## src/rtl/flag_unit_pkg.sv

```systemverilog
// Shared definitions for the flag unit, the ALU and branch/predication logic:
// flag bit positions, condition codes and the ALU opcode set.
package flag_unit_pkg;

  // Flag bit positions inside every 4-bit flag set and the low nibble of the 32-bit words
  localparam int FLG_N = 3;
  localparam int FLG_Z = 2;
  localparam int FLG_C = 1;
  localparam int FLG_O = 0;

  // Branch condition selectors
  localparam logic [3:0] COND_EQ = 4'd0;
  localparam logic [3:0] COND_NE = 4'd1;
  localparam logic [3:0] COND_CS = 4'd2;
  localparam logic [3:0] COND_CC = 4'd3;
  localparam logic [3:0] COND_MI = 4'd4;
  localparam logic [3:0] COND_PL = 4'd5;
  localparam logic [3:0] COND_VS = 4'd6;
  localparam logic [3:0] COND_VC = 4'd7;
  localparam logic [3:0] COND_HI = 4'd8;
  localparam logic [3:0] COND_LS = 4'd9;
  localparam logic [3:0] COND_GE = 4'd10;
  localparam logic [3:0] COND_LT = 4'd11;
  localparam logic [3:0] COND_GT = 4'd12;
  localparam logic [3:0] COND_LE = 4'd13;
  localparam logic [3:0] COND_AL = 4'd14;
  localparam logic [3:0] COND_NV = 4'd15;

  // ALU opcodes, kept here so the ALU and the flag logic share one definition
  localparam logic [3:0] ALU_ADD = 4'h0;
  localparam logic [3:0] ALU_SUB = 4'h1;
  localparam logic [3:0] ALU_AND = 4'h2;
  localparam logic [3:0] ALU_OR  = 4'h3;
  localparam logic [3:0] ALU_XOR = 4'h4;
  localparam logic [3:0] ALU_SHL = 4'h5;
  localparam logic [3:0] ALU_SHR = 4'h6;
  localparam logic [3:0] ALU_CMP = 4'h7;

  typedef logic [3:0] flags_t;

  // Assemble individual ALU flag outputs into the fixed N/Z/C/O layout
  function automatic flags_t pack_flags(input logic n, input logic z,
                                        input logic c, input logic o);
    flags_t f;
    f        = '0;
    f[FLG_N] = n;
    f[FLG_Z] = z;
    f[FLG_C] = c;
    f[FLG_O] = o;
    return f;
  endfunction

endpackage

```

## src/rtl/flag_unit_cond_eval.sv

```systemverilog
// Combinational condition decoder: 4-bit condition code + flag set -> taken.
module flag_unit_cond_eval
  import flag_unit_pkg::*;
(
  input  logic [3:0] code,
  input  flags_t     flags,
  output logic       taken
);

  logic n, z, c, o;

  assign n = flags[FLG_N];
  assign z = flags[FLG_Z];
  assign c = flags[FLG_C];
  assign o = flags[FLG_O];

  // Decode the selected condition against the supplied flags
  always_comb begin
    taken = 1'b0;
    case (code)
      COND_EQ: taken = z;
      COND_NE: taken = ~z;
      COND_CS: taken = c;
      COND_CC: taken = ~c;
      COND_MI: taken = n;
      COND_PL: taken = ~n;
      COND_VS: taken = o;
      COND_VC: taken = ~o;
      COND_HI: taken = c & ~z;
      COND_LS: taken = ~c | z;
      COND_GE: taken = (n == o);
      COND_LT: taken = (n != o);
      COND_GT: taken = ~z & (n == o);
      COND_LE: taken = z | (n != o);
      COND_AL: taken = 1'b1;
      COND_NV: taken = 1'b0;
      default: taken = 1'b0;
    endcase
  end

endmodule

```

## src/rtl/flag_unit.sv

```systemverilog
// Architectural flag register with condition evaluation and a small LIFO
// of saved flag sets used for interrupt/call save-restore.
module flag_unit
  import flag_unit_pkg::*;
#(
  parameter int STACK_DEPTH = 4
) (
  input  logic        clk,
  input  logic        rst_n,
  input  logic        alu_zero,
  input  logic        alu_overflow,
  input  logic        alu_carry,
  input  logic        alu_negative,
  input  logic        flag_we,
  input  logic        push,
  input  logic        pop,
  input  logic        cond_valid,
  input  logic [3:0]  cond_code,
  output logic        cond_done,
  output logic        cond_taken,
  output logic [31:0] flags_word,
  output logic [31:0] restore_word,
  output logic        restore_strobe,
  output logic        stack_full,
  output logic        stack_empty,
  output logic        stack_err
);

  // Count needs one extra bit so that "full" (== STACK_DEPTH) is representable
  localparam int PTR_W = $clog2(STACK_DEPTH) + 1;
  localparam int IDX_W = PTR_W - 1;

  flags_t            flags_reg;
  flags_t            restore_reg;
  flags_t            stack_mem [STACK_DEPTH];
  logic [PTR_W-1:0]  count_reg;
  logic              err_reg;
  logic              strobe_reg;
  logic              done_reg;
  logic              taken_reg;

  flags_t            alu_flags;
  flags_t            popped;
  logic [IDX_W-1:0]  push_idx;
  logic [IDX_W-1:0]  pop_idx;
  logic              full, empty;
  logic              do_push, do_pop, err_set;
  logic              eval_taken;

  assign alu_flags = pack_flags(alu_negative, alu_zero, alu_carry, alu_overflow);

  assign full  = (count_reg == PTR_W'(STACK_DEPTH));
  assign empty = (count_reg == '0);

  assign push_idx = count_reg[IDX_W-1:0];
  assign pop_idx  = IDX_W'(count_reg - PTR_W'(1));
  assign popped   = stack_mem[pop_idx];

  // A simultaneous push and pop cancels both and is reported as an error
  assign do_push = push & ~pop & ~full;
  assign do_pop  = pop & ~push & ~empty;
  assign err_set = (push & pop) | (push & ~pop & full) | (pop & ~push & empty);

  flag_unit_cond_eval u_cond_eval (
    .code  (cond_code),
    .flags (flags_reg),
    .taken (eval_taken)
  );

  // Stack storage: contents are don't-care after reset, so no reset term
  always_ff @(posedge clk) begin
    if (do_push) stack_mem[push_idx] <= flags_reg;
  end

  // Flag register, stack pointer, restore word/strobe and sticky error
  always_ff @(posedge clk or negedge rst_n) begin
    if (!rst_n) begin
      flags_reg   <= '0;
      restore_reg <= '0;
      count_reg   <= '0;
      err_reg     <= 1'b0;
      strobe_reg  <= 1'b0;
    end else begin
      strobe_reg <= do_pop;
      if (do_pop) begin
        flags_reg   <= popped;
        restore_reg <= popped;
      end else if (flag_we) begin
        flags_reg <= alu_flags;
      end
      if (do_push)     count_reg <= count_reg + PTR_W'(1);
      else if (do_pop) count_reg <= count_reg - PTR_W'(1);
      if (err_set) err_reg <= 1'b1;
    end
  end

  // One-cycle condition evaluation against the flags held before this edge
  always_ff @(posedge clk or negedge rst_n) begin
    if (!rst_n) begin
      done_reg  <= 1'b0;
      taken_reg <= 1'b0;
    end else begin
      done_reg <= cond_valid;
      if (cond_valid) taken_reg <= eval_taken;
    end
  end

  assign cond_done      = done_reg;
  assign cond_taken     = taken_reg;
  assign flags_word     = {28'b0, flags_reg};
  assign restore_word   = {28'b0, restore_reg};
  assign restore_strobe = strobe_reg;
  assign stack_full     = full;
  assign stack_empty    = empty;
  assign stack_err      = err_reg;

endmodule

```

## config.mk

```make
export PLATFORM = sky130hd
export DESIGN_NAME = flag_unit
export DESIGN_NICKNAME = d
export VERILOG_FILES = /design/src/rtl/flag_unit_pkg.sv /design/src/rtl/flag_unit_cond_eval.sv /design/src/rtl/flag_unit.sv
export SDC_FILE = /design/constraint.sdc
export NUM_CORES = 1
export LEC_CHECK = 0
export CORE_MARGIN = 3
export CORE_UTILIZATION = 42
export CTS_BUF_LIST = sky130_fd_sc_hd__clkbuf_4 sky130_fd_sc_hd__clkbuf_8
export CTS_CLUSTER_DIAMETER = 120
export DETAILED_ROUTE_END_ITERATION = 7
export GPL_TIMING_DRIVEN = 0
export PLACE_DENSITY_LB_ADDON = 0.2
export SETUP_SLACK_MARGIN = 0.4
export SLEW_MARGIN = 0
export SYNTH_ARGS = -nofsm -noshare
export SYNTH_HDL_FRONTEND = slang
export SYNTH_HIERARCHICAL = 1
export SYNTH_SLANG_ARGS = --single-unit
```

## constraint.sdc

```tcl
create_clock -name clk -period 4.3 [get_ports clk]
set_input_delay 0.43 -clock clk [delete_from_list [all_inputs] [get_ports clk]]
set_output_delay 0.43 -clock clk [all_outputs]
set_load 0.02 [all_outputs]
```

==> results.sh <==
export IMPL_number_of_antenna_violations_at_the_first_check_in_global_routing=0
export IMPL_clock_tree_root_cell="sky130_fd_sc_hd__clkbuf_8"
export IMPL_skew_ps=6.49
export IMPL_gr_total_overflow=0
export IMPL_grt_start_max_net_pins=16
export IMPL_worst_r2r_cell_count=10
export IMPL_r2r_start="count_reg[0]$_DFFE_PN0P_"
export IMPL_htree_num_levels=2
export IMPL_first_global_vias=974
export IMPL_top_usage_layer="met2"
export IMPL_dp_hpwl_um=2380
export IMPL_nFillCells=386
export IMPL_holdBufCountCts=0
export IMPL_port_buffers=23
export IMPL_areaGrowthSynthToFinish_pct=31.5
export IMPL_slew_viol_final=0
export IMPL_timing_slew_headroom_pct=54.1
export IMPL_postSynthRegisterBits=31
export IMPL_cts_tree="yes"
export IMPL_hold_viol_final=0
export IMPL_post_route_period_util_pct=55.6
export IMPL_netlist_area_mm2=0.00193
export IMPL_setup_viol=0
export IMPL_cts_root_to_sink_buffers=2
export IMPL_gr_usage_met1_pct=14.2
export IMPL_cts_sinks=31
export IMPL_detailedRoute_firstPassIterationCount=4
export IMPL_postCtsSetupRepairBufs=0
export IMPL_groute_layer_met2_usage_pct=15.9
export IMPL_min_path_cells=3
export IMPL_post_route_insts_no_fill=307
export IMPL_timing_critical_path_slowest_cell_delay_ps=620
export IMPL_die_area_mm2=0.00545
export IMPL_rr_endpoint="count_reg[0]$_DFFE_PN0P_"
export IMPL_synth_async_reset_ratio_pct=48.4
export IMPL_numPlacedInstances=299
export IMPL_minimum_clock_period_ps=2390
export IMPL_worst_path_dominant_cell_family="buffers and inverters"
export IMPL_mostFrequentLayoutCells="sky130_fd_sc_hd__buf_4, sky130_fd_sc_hd__conb_1, sky130_fd_sc_hd__clkdlybuf4s50_1, sky130_fd_sc_hd__edfxtp_1, sky130_fd_sc_hd__dfrtp_1"
export IMPL_crit_buf_inv=3
export IMPL_cts_resized=0
export IMPL_layout_drive_gt1_share_pct=32.2
export IMPL_grt_pass1_wl_um=4460
export IMPL_met3_usage_pct=3.97
export IMPL_routed_wl_um=2920
export IMPL_worst_setup_path_endpoint="stack_empty"
export IMPL_worstSetupPathDepth=5
export IMPL_fin_nets=274
export IMPL_path_cells="clkbuf_8 -> inv_1 -> ha_1 -> ha_1 -> clkdlybuf4s50_1"
export IMPL_mean_routed_wirelength_per_cell_um=9.52
export IMPL_worstMarginPinSlew_ps=687
export IMPL_crit_path_end_kind="output pin"
export IMPL_synth_edff_count=16
export IMPL_floorplan_core_area_mm2=0.00441
export IMPL_startpoint="count_reg[0]$_DFFE_PN0P_"
export IMPL_power_per_cell_area_mw_per_mm2=503
export IMPL_grt_setup_unrepaired="no"
export IMPL_r2r_slack_ps=2230
export IMPL_yosysWarnings=6
export IMPL_cap_viol_max_count=0
export IMPL_num_vias=1182
export IMPL_critical_path_most_common_cell="sky130_fd_sc_hd__ha_1"
export IMPL_route_detailed_drc=0
export IMPL_floorplan_rows=24
export IMPL_synthFlopType="sky130_fd_sc_hd__edfxtp_1"
export IMPL_outcome="finished clean"
export IMPL_number_of_instances_in_the_synthesized_netlist=169
export IMPL_cp_required_ps=3870
export IMPL_detailedRoute_firstIterationViolations=25
export IMPL_yosysUniqueCellTypes=40
export IMPL_worstHoldPathType="input port to register"
export IMPL_die_width_um=73.8
export IMPL_fmaxAchievable_mhz=418
export IMPL_startpoint_type="register"
export IMPL_antenna_cells_inserted=0
export IMPL_start_util_pct=43.8
export IMPL_clk_transition_reported_paths_ps=60
export IMPL_detail_route_vias_per_cell=3.85
export IMPL_critPathArrivalTime_ps=1960
export IMPL_critical_path_slowest_cell="sky130_fd_sc_hd__clkdlybuf4s50_1"
export IMPL_ioPinCount=84
export IMPL_yosysSeqAreaShare_pct=44.3
export IMPL_finalSetupTns_ps=0
export IMPL_finalWeightedCongestion=0.718
export IMPL_total_leakage_power_nw=1.26
export IMPL_layout_commonest_cell="sky130_fd_sc_hd__buf_4"
export IMPL_numCtsBuffers=5
export IMPL_ir_drop_mv=0.211
export IMPL_largest_reg_flops=16
export IMPL_path_class="register to output pin"
export IMPL_worst_skew_pair_late_latency_ps=280
export IMPL_synth_avg_cell_area_um2=11.4
export IMPL_fp_dieH_um=73.8
export IMPL_grt_util_all_layers_pct=10.9
export IMPL_total_power_mw=1.28
export IMPL_drtAntennaViolNets=0
export IMPL_critical_path_maximum_fanout=6
## cell families (layout without fill, tap and decap cells)
logic type      count (synthesis)  after routing  synth area share, %
compound gates                 21             21                 7.64
buf+inv                        69            100                 26.9
other cells                     1             56                0.194
simple gates                   26             26                 7.06
mux                            10             10                 7.83
flops                          31             31                 44.3
xor+xnor                        5              5                 2.27
fa+ha+maj                       6              6                 3.88
## power breakdown
| part | internal (mW) | total (mW) | leakage (nW) | switching (mW) |
|---|---|---|---|---|
| combinational | 0.269 | 0.540 | 0.877 | 0.271 |
| sequential | 0.401 | 0.469 | 0.323 | 0.0681 |
| clock | 0.169 | 0.270 | 0.0556 | 0.101 |
| total | 0.840 | 1.28 | 1.26 | 0.440 |
## per-stage QoR
step	setup WS, ps	hold WS, ps	utilization (%)	instance area (µm²)
after floorplan	2280	134	-	2140
after global placement	2190	465	55.2	2430
after detailed placement	2190	465	55.2	2430
after CTS	1870	436	57.6	2540
after global routing	1770	454	57.6	2540
final	1910	446	57.6	2540
## layout make-up
class / count / area (µm²) / share of cell area, %
plain buffers: 64 / 495 / 19.5
flip-flops and latches: 31 / 856 / 33.7
well taps: 52 / 65.1 / 2.56
clock inverters: 3 / 38.8 / 1.53
multi-input cells: 124 / 764 / 30.1
repair buffers: 23 / 230 / 9.06
inverters: 5 / 23.8 / 0.935
clock buffers: 5 / 68.8 / 2.71
## worst reg2reg max path, delay by kind of cell (launching register included)
family	cells	cell delay (ps)
buffers and inverters	5	590
adder cells (fa/ha/maj)	2	420
flip-flops	1	410
AND/OR/NAND/NOR	1	370
XOR/XNOR	1	140
AO/OA/AOI/OAI	1	40
## layer usage
| layer | vias to the layer above | share of wire [%] |
|---|---|---|
| met1 | 496 | 44 |
| met3 | 5 | 8.4 |
| li1 | 634 | - |
| met4 | 0 | 1.8 |
| met2 | 47 | 46 |
| met5 | - | 0 |
## worst min-delay path by stage
stage                                           from                    endpoint  slack (ps)
after global routing                            push       stack_err$_DFFE_PN0P_         450
after floorplan                                rst_n         cond_done$_DFF_PN0_         130
after detailed placement  restore_reg[2]$_DFFE_PN0P_  restore_reg[2]$_DFFE_PN0P_         470
final                                           push       stack_err$_DFFE_PN0P_         450
after global placement    restore_reg[1]$_DFFE_PN0P_  restore_reg[1]$_DFFE_PN0P_         470
after CTS                                       push       stack_err$_DFFE_PN0P_         440
## synth_stat cells, drive strengths merged (3+ instances only)
| master | instances | share of area, % |
|---|---|---|
| ha | 6 | 3.9 |
| inv | 5 | 1.2 |
| edfxtp | 16 | 25 |
| xor2 | 3 | 1.4 |
| mux4 | 4 | 4.7 |
| a21oi | 6 | 1.7 |
| nand2 | 12 | 2.3 |
| mux2i | 5 | 2.6 |
| and3 | 4 | 1.6 |
| buf | 62 | 25 |
| o21ai | 5 | 1.3 |
| dfrtp | 15 | 19 |
No activity file was read; power rests on OpenSTA's default activity.
